<file path="config.mk">
export PLATFORM = sky130hd
export DESIGN_NAME = note_tone_gen
export DESIGN_NICKNAME = d
export VERILOG_FILES = /design/src/rtl/note_tone_gen.sv
export SDC_FILE = /design/constraint.sdc
export NUM_CORES = 1
export LEC_CHECK = 0
export ABC_CLOCK_PERIOD_IN_PS = 4500
export CORE_MARGIN = 10
export CORE_UTILIZATION = 60
export CTS_CLUSTER_SIZE = 12
export DETAILED_ROUTE_END_ITERATION = 8
export GPL_TIMING_DRIVEN = 0
export MAX_ROUTING_LAYER = met4
export PLACE_DENSITY = 0.79
export SYNTH_ARGS = -nofsm -noshare
export SYNTH_HDL_FRONTEND = slang
export SYNTH_SLANG_ARGS = --single-unit
</file>
<file path="constraint.sdc">
create_clock -name clk -period 4.5 [get_ports clk]
set_input_delay 1.125 -clock clk [delete_from_list [all_inputs] [get_ports clk]]
set_output_delay 1.125 -clock clk [all_outputs]
set_load 0.02 [all_outputs]
</file>
<file path="src/rtl/note_tone_gen.sv">
// note_tone_gen: latches one MIDI note per slot from the melody stream and
// renders it as a square-wave tone, a signed PCM sample and a note strobe.
module note_tone_gen #(
    parameter int unsigned        NOTE_CYCLES = 12_500_000,
    parameter int unsigned        GAP_CYCLES  = 1_250_000,
    parameter logic signed [15:0] AMPLITUDE   = 16'sd8000,
    parameter int unsigned        HP_SHIFT    = 0
) (
    input  logic               clk,
    input  logic               resetn,
    input  logic               data_en,
    input  logic [7:0]         data,
    output logic               tone,
    output logic signed [15:0] sample,
    output logic               playing,
    output logic [7:0]         note_out,
    output logic               note_strobe
);

    typedef enum logic [1:0] {IDLE, LOAD, PLAY, GAP} state_t;

    localparam logic [31:0] NOTE_LAST = NOTE_CYCLES - 1;
    localparam logic [31:0] GAP_LAST  = GAP_CYCLES - 1;

    state_t             state_q, state_d;
    logic [31:0]        cnt_q, cnt_d;
    logic [16:0]        phase_q, phase_d;
    logic [16:0]        hp_q, hp_d;
    logic               tone_q, tone_d;
    logic               playing_q, playing_d;
    logic               sound_q, sound_d;
    logic               strobe_q, strobe_d;
    logic [7:0]         note_q, note_d;
    logic signed [15:0] sample_q, sample_d;

    function automatic logic is_note(input logic [7:0] n);
        return (n >= 8'd60) && (n <= 8'd83);
    endfunction

    // Upper octave reuses the base table at half the period.
    function automatic logic [16:0] lookup(input logic [7:0] n);
        logic [7:0]  idx;
        logic [16:0] base;
        logic [16:0] hp;
        idx = (n >= 8'd72) ? n - 8'd72 : n - 8'd60;
        case (idx)
            8'd0:    base = 17'd95556;
            8'd1:    base = 17'd90193;
            8'd2:    base = 17'd85131;
            8'd3:    base = 17'd80353;
            8'd4:    base = 17'd75843;
            8'd5:    base = 17'd71586;
            8'd6:    base = 17'd67568;
            8'd7:    base = 17'd63776;
            8'd8:    base = 17'd60196;
            8'd9:    base = 17'd56818;
            8'd10:   base = 17'd53629;
            8'd11:   base = 17'd50619;
            default: base = 17'd0;
        endcase
        hp = (n >= 8'd72) ? (base >> 1) : base;
        hp = hp >> HP_SHIFT;
        return (hp == '0) ? 17'd1 : hp;
    endfunction

    always_ff @(posedge clk or negedge resetn) begin
        if (!resetn) begin
            state_q   <= IDLE;
            cnt_q     <= '0;
            phase_q   <= '0;
            hp_q      <= 17'd1;
            tone_q    <= 1'b0;
            playing_q <= 1'b0;
            sound_q   <= 1'b0;
            strobe_q  <= 1'b0;
            note_q    <= '0;
            sample_q  <= '0;
        end else begin
            state_q   <= state_d;
            cnt_q     <= cnt_d;
            phase_q   <= phase_d;
            hp_q      <= hp_d;
            tone_q    <= tone_d;
            playing_q <= playing_d;
            sound_q   <= sound_d;
            strobe_q  <= strobe_d;
            note_q    <= note_d;
            sample_q  <= sample_d;
        end
    end

    always_comb begin
        state_d = state_q;
        unique case (state_q)
            IDLE: if (data_en) state_d = LOAD;
            LOAD: state_d = PLAY;
            PLAY: begin
                if (cnt_q == NOTE_LAST)
                    state_d = (GAP_CYCLES == 0) ? LOAD : GAP;
            end
            GAP:  if (cnt_q == GAP_LAST) state_d = LOAD;
            default: state_d = IDLE;
        endcase
        // Losing the stream beats slot expiry.
        if (!data_en) state_d = IDLE;
    end

    always_comb begin
        note_d  = note_q;
        hp_d    = hp_q;
        sound_d = sound_q;
        cnt_d   = '0;
        phase_d = '0;
        tone_d  = 1'b0;
        unique case (state_q)
            LOAD: begin
                note_d  = data;
                hp_d    = lookup(data);
                sound_d = is_note(data);
            end
            PLAY: begin
                cnt_d = cnt_q + 32'd1;
                if (sound_q) begin
                    if (phase_q == hp_q - 17'd1) begin
                        tone_d = ~tone_q;
                    end else begin
                        tone_d  = tone_q;
                        phase_d = phase_q + 17'd1;
                    end
                end
            end
            GAP:     cnt_d = cnt_q + 32'd1;
            default: ;
        endcase
        if (state_d != state_q) begin
            cnt_d   = '0;
            phase_d = '0;
            tone_d  = 1'b0;
        end
    end

    always_comb begin
        strobe_d  = (state_d == LOAD);
        playing_d = (state_d == PLAY) && sound_d;
        sample_d  = '0;
        if (playing_d)
            sample_d = tone_d ? AMPLITUDE : -AMPLITUDE;
    end

    assign tone        = tone_q;
    assign sample      = sample_q;
    assign playing     = playing_q;
    assign note_out    = note_q;
    assign note_strobe = strobe_q;

endmodule

</file>
# Yosys cells after proc, flatten, opt, wreduce, memory -nomap -nowiden
# Memory sizes are Yosys's and may differ from the RTL's.
# Cells that the tools add are included.
# classes
add_sub_neg	5
n_reduce_logical	6
mux	22
bitwise_logic	1
n_mul	0
n_eq_ne	9
order_cmp	3
div_mod_pow	0
n_shift	0
# ops
op	count
17-bit 2-to-1 mux	8
32-bit 2-to-1 mux	2
32-bit by 1-bit adder with 32-bit output (second input constant)	1
32-bit by 21-bit == test with 1-bit output (second input constant)	1
32-bit by 24-bit == test with 1-bit output (second input constant)	1
16-bit 2-to-1 mux	2
17-bit by 1-bit adder with 17-bit output (second input constant)	1
17-bit == test	1
17-bit zero test	1
17-bit by 1-bit subtractor with 17-bit output (second input constant)	1
8-bit by 6-bit greater-or-equal comparator with 1-bit output (second input constant)	1
8-bit by 7-bit greater-or-equal comparator with 1-bit output (second input constant)	1
8-bit by 7-bit less-or-equal comparator with 1-bit output (second input constant)	1
8-bit 2-to-1 mux	1
2-bit one-hot mux with 4 select lines	1
8-bit by 6-bit subtractor with 8-bit output (second input constant)	1
8-bit by 7-bit subtractor with 8-bit output (second input constant)	1
2-bit == test (second input constant)	3
2-bit 2-to-1 mux	3
1-bit 2-to-1 mux	5
2-bit by 1-bit == test with 1-bit output (second input constant)	2
4-bit zero test	1
1-bit logical AND	2
2-bit zero test	1
other kinds (3)	3
# totals
elab_cells	57
output_inout_bits	27
memories	1
rom_bits	272
latchBits	0
register_bits	96
ram_bits	0
input_bits	11
# memory_table
memory	depth	word_bits	read_ports	rd_clocked_by_memory_dff	wr	line	source
(name not given)	16	17	1	0	0	46	case (idx)

# Logic depth before layout (Yosys ltp)
# logic_depth
depth_word	8
mapped_depth	12
ltp_nobuf	9

# Worst setup path before layout
# OpenSTA, ideal clock, no wires.
# synth_path
kind	in2reg
from	input port data[2]
to	register hp_q[6]
stages	10
setup_slack_ns	0.775
n_path_buf	2
arrival_ns	3.639
setup_ns	0.087
required_ns	4.413
path_cell_list	clkbuf_1 > inv_1 > clkbuf_1 > ha_1 > a2111o_1 > a21oi_1 > o21ai_0 > a211oi_2 > nand3_1 > o211ai_1
# synth_between
elab_chain_cells	8
elab_cells_between_ends	11
classes_between	add/sub (2); order compare (1); mux (5); reduce/logical (2); memory (1)
# synth_rtl
element	line	source
start: declaration	12	input logic [7:0] data,
8-bit by 6-bit subtractor with 8-bit output, or another cell as far along	45	idx = (n >= 8'd72) ? n - 8'd72 : n - 8'd60;
8-bit 2-to-1 mux	45	
memory read 16 x 17 bit or 4-bit zero test (tied branches)	n/a	
17-bit 2-to-1 mux	46	
17-bit 2-to-1 mux	115	unique case (state_q)
17-bit 2-to-1 mux *	61	hp = (n >= 8'd72) ? (base >> 1) : base;
17-bit zero test	63	return (hp == '0) ? 17'd1 : hp;
17-bit 2-to-1 mux *	63	
end signal: assignment	82	hp_q <= hp_d;
end: declaration	28	logic [16:0] hp_q, hp_d;
# Mark *: on every way between the ends. The rest lies on a longest branch, timed or not. The select of a mux whose other input is x is not followed.
# A chain may end at the register's enable or synchronous reset.

# Final worst setup path
# layout_path
from	input port data[2]
to	register hp_q[0]
# Same word-level chain as after synthesis.

==> impl_results.html <==
<table>
<tr><th>Metric</th><th>Value</th></tr>
<tr><th colspan="2">Timing</th></tr>
<tr><td>Normalized max-slew margin</td><td>0.3177</td></tr>
<tr><td>Worst Clk Skew</td><td>~13 ps</td></tr>
<tr><td>RSZ-0062 raised after global routing</td><td>false</td></tr>
<tr><td>Transition time of the tightest slew-check pin</td><td>1014 ps</td></tr>
<tr><td>Fmax</td><td>between 0.2 and 0.25 GHz</td></tr>
<tr><td>Max-slew violation count</td><td>0</td></tr>
<tr><td>Worst Setup Slack, final</td><td>roughly 260 ps</td></tr>
<tr><td>Final Hold Fails</td><td>0</td></tr>
<tr><td>Total negative slack</td><td>0 ps</td></tr>
<tr><td>Final count of negative-setup-slack endpoints</td><td>0</td></tr>
<tr><td>Time the final worst path needs with I/O delays and setup</td><td>between 4000 and 5000 ps</td></tr>
<tr><td>Final clock period utilization by the worst path</td><td>0.9412</td></tr>
<tr><td>Worst Hold Margin</td><td>482.6 ps</td></tr>
<tr><th colspan="2">Pwr</th></tr>
<tr><td>Highest ir drop seen on vdd</td><td>227.9 uV</td></tr>
<tr><td>Pwr per Cell Area</td><td>around 320 nW/um^2</td></tr>
<tr><td>Leakage</td><td>2.555 nW</td></tr>
<tr><th colspan="2">Critical path</th></tr>
<tr><td>Worst path arrival time</td><td>approximately 4500 ps</td></tr>
<tr><td>Maximum net fanout on the critical path</td><td>12</td></tr>
<tr><td>Chain of cells forming the critical path</td><td>clkdlybuf4s50_1 &gt; clkbuf_1 &gt; inv_1 &gt; clkbuf_2 &gt; ha_1 &gt; clkbuf_1 &gt; a211oi_1 &gt; nor2_1 &gt; o21ai_0 &gt; a31oi_1 &gt; o2111a_1 &gt; a21oi_1</td></tr>
<tr><td>CP max-delay cell</td><td>sky130_fd_sc_hd__nor2_1</td></tr>
<tr><td>Worst setup EP type</td><td>flop</td></tr>
<tr><td>Top Family by Delay on Critical Path</td><td>buffers and inverters</td></tr>
<tr><td>Buf/Inv on CP</td><td>5</td></tr>
<tr><td>Delay of the slowest cell on the worst path</td><td>530 ps</td></tr>
<tr><td>Worst Path Required</td><td>~4800 ps</td></tr>
<tr><td>Type of the worst setup path</td><td>in2reg</td></tr>
<tr><td>Type of element launching the critical path</td><td>primary input</td></tr>
<tr><td>Flop-to-flop setup slack</td><td>around 1000 ps</td></tr>
<tr><td>Cell seen most often among critical-path stages</td><td>sky130_fd_sc_hd__clkbuf_1</td></tr>
<tr><th colspan="2">Logic synthesis</th></tr>
<tr><td>Number of flip-flops and latches in the synthesized netlist</td><td>82</td></tr>
<tr><td>Post-synth top area share</td><td>0.3637</td></tr>
<tr><td>Top cell type by total area after synthesis</td><td>sky130_fd_sc_hd__dfrtp_1</td></tr>
<tr><td>Sequential cell area fraction in the yosys report</td><td>0.3684</td></tr>
<tr><td>Synthesized instance count</td><td>roughly 660</td></tr>
<tr><td>Cell variety after synth</td><td>between 70 and 80</td></tr>
<tr><td>Post-synthesis cell area</td><td>about 5600 um^2</td></tr>
<tr><td>Most instantiated library cell after synthesis</td><td>sky130_fd_sc_hd__nor2_1</td></tr>
<tr><td>Yosys warning total</td><td>0</td></tr>
<tr><td>Ranking of synthesized cells by area</td><td>sky130_fd_sc_hd__dfrtp_1 (36%), sky130_fd_sc_hd__xor2_1 (6.0%), sky130_fd_sc_hd__nor2_1 (5.6%), sky130_fd_sc_hd__xnor2_1 (4.9%), sky130_fd_sc_hd__nand2_1 (4.8%)</td></tr>
<tr><td>Top cells by instance count after synthesis</td><td>sky130_fd_sc_hd__nor2_1 (83), sky130_fd_sc_hd__dfrtp_1 (81), sky130_fd_sc_hd__nand2_1 (71)</td></tr>
<tr><td>Commonest register cell after synthesis</td><td>sky130_fd_sc_hd__dfrtp_1</td></tr>
<tr><td>Proportion of synthesized flip-flops having asynchronous set or reset</td><td>1.000</td></tr>
<tr><td>Avg Synthesized Cell Area</td><td>approximately 8.5 um^2</td></tr>
<tr><td>Count of flip-flops with a built-in enable after synthesis</td><td>0</td></tr>
<tr><th colspan="2">GRT</th></tr>
<tr><td>Via count of the first global-routing pass</td><td>4892</td></tr>
<tr><td>Pin count of the biggest net entering global routing</td><td>60</td></tr>
<tr><td>Initial antenna violation count</td><td>0</td></tr>
<tr><td>GRT Residual Overflow</td><td>0</td></tr>
<tr><td>Total global-route track usage</td><td>0.2255</td></tr>
<tr><td>First-pass GRT wire length</td><td>between 20 and 25 mm</td></tr>
<tr><th colspan="2">Drt</th></tr>
<tr><td>Routed wire length</td><td>14.34 mm</td></tr>
<tr><td>First-iteration detailed-routing DRC count</td><td>between 400 and 500</td></tr>
<tr><td>Average detailed-routed wire length per instance</td><td>17.42 um</td></tr>
<tr><td>Ratio of routed vias to standard cells</td><td>approximately 6.3</td></tr>
<tr><td>Via total after detailed routing</td><td>slightly above 5000</td></tr>
<tr><td>Remaining antenna violation count after routing</td><td>0</td></tr>
<tr><td>DRC Markers</td><td>0</td></tr>
<tr><td>Number of detailed-routing iterations run before antenna repair</td><td>5</td></tr>
<tr><th colspan="2">Final layout</th></tr>
<tr><td>Area added between synthesis and finish</td><td>13.47%</td></tr>
<tr><td>Final standard cell utilization of the core</td><td>0.6909</td></tr>
<tr><td>Final net count</td><td>between 700 and 800</td></tr>
<tr><td>Register area</td><td>around 2000 um^2</td></tr>
<tr><td>Proportion of layout cells with a drive suffix above 1</td><td>0.08006</td></tr>
<tr><td>Inserted Diodes</td><td>0</td></tr>
<tr><td>Total area of multi-input combinational cells</td><td>3234 um^2</td></tr>
<tr><td>Number of fill cells</td><td>757</td></tr>
<tr><th colspan="2">Die</th></tr>
<tr><td>Chip height</td><td>116.4 um</td></tr>
<tr><td>Cell row count</td><td>35</td></tr>
<tr><td>Die Width</td><td>116.4 um</td></tr>
<tr><td>Core footprint</td><td>~9000 um^2</td></tr>
<tr><td>Die area</td><td>13540 um^2</td></tr>
<tr><td>Initial standard-cell utilization of the core</td><td>0.6089</td></tr>
<tr><td>Number of I/O pins</td><td>38</td></tr>
<tr><th colspan="2">Place</th></tr>
<tr><td>Post-DP HPWL</td><td>around 11 mm</td></tr>
<tr><td>Port buffer count</td><td>31</td></tr>
<tr><td>Final GP Congestion</td><td>between 0.9 and 1</td></tr>
<tr><td>Pre-CTS setup slack</td><td>-822.5 ps</td></tr>
<tr><th colspan="2">Run</th></tr>
<tr><td>Count of max-cap constraint violations</td><td>0</td></tr>
<tr><th colspan="2">CTS</th></tr>
<tr><td>Clock latency at the later pin of the worst-skew pair</td><td>roughly 380 ps</td></tr>
<tr><td>CTS Root Buffer Type</td><td>sky130_fd_sc_hd__clkbuf_8</td></tr>
<tr><td>Number of buffers created by CTS</td><td>9</td></tr>
<tr><td>Maximum level of the CTS H-tree</td><td>3</td></tr>
<tr><td>Number of buffers between clock root and the deepest sink</td><td>2</td></tr>
<tr><td>Sinks on the clock net</td><td>82</td></tr>
<tr><td>Clock edge transition at the registers on the reported setup and hold paths</td><td>approximately 90 ps</td></tr>
<tr><td>TritonCTS clock tree</td><td>yes</td></tr>
<tr><th colspan="2">Outcome</th></tr>
<tr><td>Run status</td><td>finished, final reports clean</td></tr>
<tr><th colspan="2">Min path</th></tr>
<tr><td>Path type of the worst min-delay path</td><td>reg2reg</td></tr>
</table>
[cells by family after synthesis]
family,count (synthesis),share of synthesized area
simple gates,284,0.2528
buf+inv,67,0.05815
mux,3,0.005613
other cells,1,0.0006729
xor+xnor,69,0.1084
flops,82,0.3684
compound gates,138,0.1745
fa+ha+maj,14,0.03143
[layer usage]
layer / GRT usage / part of all wire / wire length (um)
met5: - / 0 / 0
met2: 0.3495 / 0.46 / 6631
met1: 0.2844 / 0.43 / 6222
met3: 0.04109 / 0.078 / 1125
met4: 0.09508 / 0.025 / 359
[worst paths after layout]
| check | startpoint | end | cells past startpoint |
|---|---|---|---|
| setup reg to reg | hp_q[0] | phase_q[13] | 10 |
| hold reg to reg | cnt_q[0] | cnt_q[0] | 1 |
| min in group asynchronous | resetn | phase_q[7] | 1 |
| hold / removal | cnt_q[0] | cnt_q[0] | 1 |
| setup / recovery | data[2] | hp_q[0] | 12 |
| max in group asynchronous | resetn | hp_q[0] | 2 |
[registers in the layout (all words and copies together), names as in the netlist]
| signal | flops |
|---|---|
| tone | 1 |
| note_strobe | 1 |
| state_q | 2 |
| sample | 3 |
| cnt_q | 32 |
| phase_q | 17 |
| sound_q | 1 |
| note_out | 8 |
| hp_q | 17 |
[final cells by class]
type / instances / share of cell area
Multi-Input combinational cell: 514 / 0.5115
Sequential cell: 82 / 0.3247
Timing Repair Buffer: 34 / 0.05540
Buffer: 51 / 0.04214
Tap cell: 111 / 0.02196
Clock buffer: 9 / 0.01959
Clock inverter: 7 / 0.01583
Inverter: 15 / 0.008904
[report_power, final]
group | internal (mW) | switching, mW | total [mW] | leakage (nW)
clock network | 0.318 | 0.300 | 0.618 | 0.115
logic | 0.233 | 0.363 | 0.596 | 1.33
registers | 0.787 | 0.0424 | 0.829 | 1.11
[layout by cell type, fill, tap and decap left out, types with 4 or more instances in the layout]
| cell type | Yosys | final |
|---|---|---|
| sky130_fd_sc_hd__a211o_1 | 5 | 5 |
| sky130_fd_sc_hd__a211oi_1 | 5 | 5 |
| sky130_fd_sc_hd__a21o_1 | 6 | 6 |
| sky130_fd_sc_hd__a21oi_1 | 19 | 18 |
| sky130_fd_sc_hd__a31oi_1 | 8 | 8 |
| sky130_fd_sc_hd__and2_1 | 4 | 4 |
| sky130_fd_sc_hd__and3_1 | 11 | 11 |
| sky130_fd_sc_hd__buf_4 | 15 | 18 |
| sky130_fd_sc_hd__clkbuf_1 | 33 | 30 |
| sky130_fd_sc_hd__clkbuf_8 | 0 | 9 |
| sky130_fd_sc_hd__clkdlybuf4s50_1 | 0 | 30 |
| sky130_fd_sc_hd__conb_1 | 1 | 6 |
| sky130_fd_sc_hd__dfrtp_1 | 81 | 81 |
| sky130_fd_sc_hd__ha_1 | 14 | 14 |
| sky130_fd_sc_hd__inv_1 | 15 | 15 |
| sky130_fd_sc_hd__nand2_1 | 71 | 71 |
| sky130_fd_sc_hd__nand2b_1 | 5 | 5 |
| sky130_fd_sc_hd__nand3_1 | 29 | 29 |
| sky130_fd_sc_hd__nand3b_1 | 5 | 5 |
| sky130_fd_sc_hd__nand4_1 | 13 | 13 |
| sky130_fd_sc_hd__nor2_1 | 83 | 83 |
| sky130_fd_sc_hd__nor3_1 | 17 | 17 |
| sky130_fd_sc_hd__nor4_1 | 14 | 14 |
| sky130_fd_sc_hd__nor4b_1 | 4 | 4 |
| sky130_fd_sc_hd__o2111ai_1 | 6 | 6 |
| sky130_fd_sc_hd__o211ai_1 | 5 | 5 |
| sky130_fd_sc_hd__o21ai_0 | 41 | 41 |
| sky130_fd_sc_hd__o22ai_1 | 5 | 5 |
| sky130_fd_sc_hd__o311ai_0 | 6 | 6 |
| sky130_fd_sc_hd__xnor2_1 | 31 | 31 |
| sky130_fd_sc_hd__xor2_1 | 38 | 38 |
[through the flow]
step	cell area, um^2	power [mW]	instances
3_3_place_gp	6041	1.401	805
5_1_grt	6324	2.150	823
2_1_floorplan	5592	1.234	663
6_report	6324	2.043	823
4_1_cts	6316	2.043	824
3_5_place_dp	6066	1.424	806
[timing repair]
action                                  4_1_cts  5_1_grt
pin swaps                                     1        0
hold buffers                                  0        0
setup buffers                                 2        0
gates resized for setup                       2        6
endpoints found under the setup margin       17       15
Power figures use the tool's default switching activity.
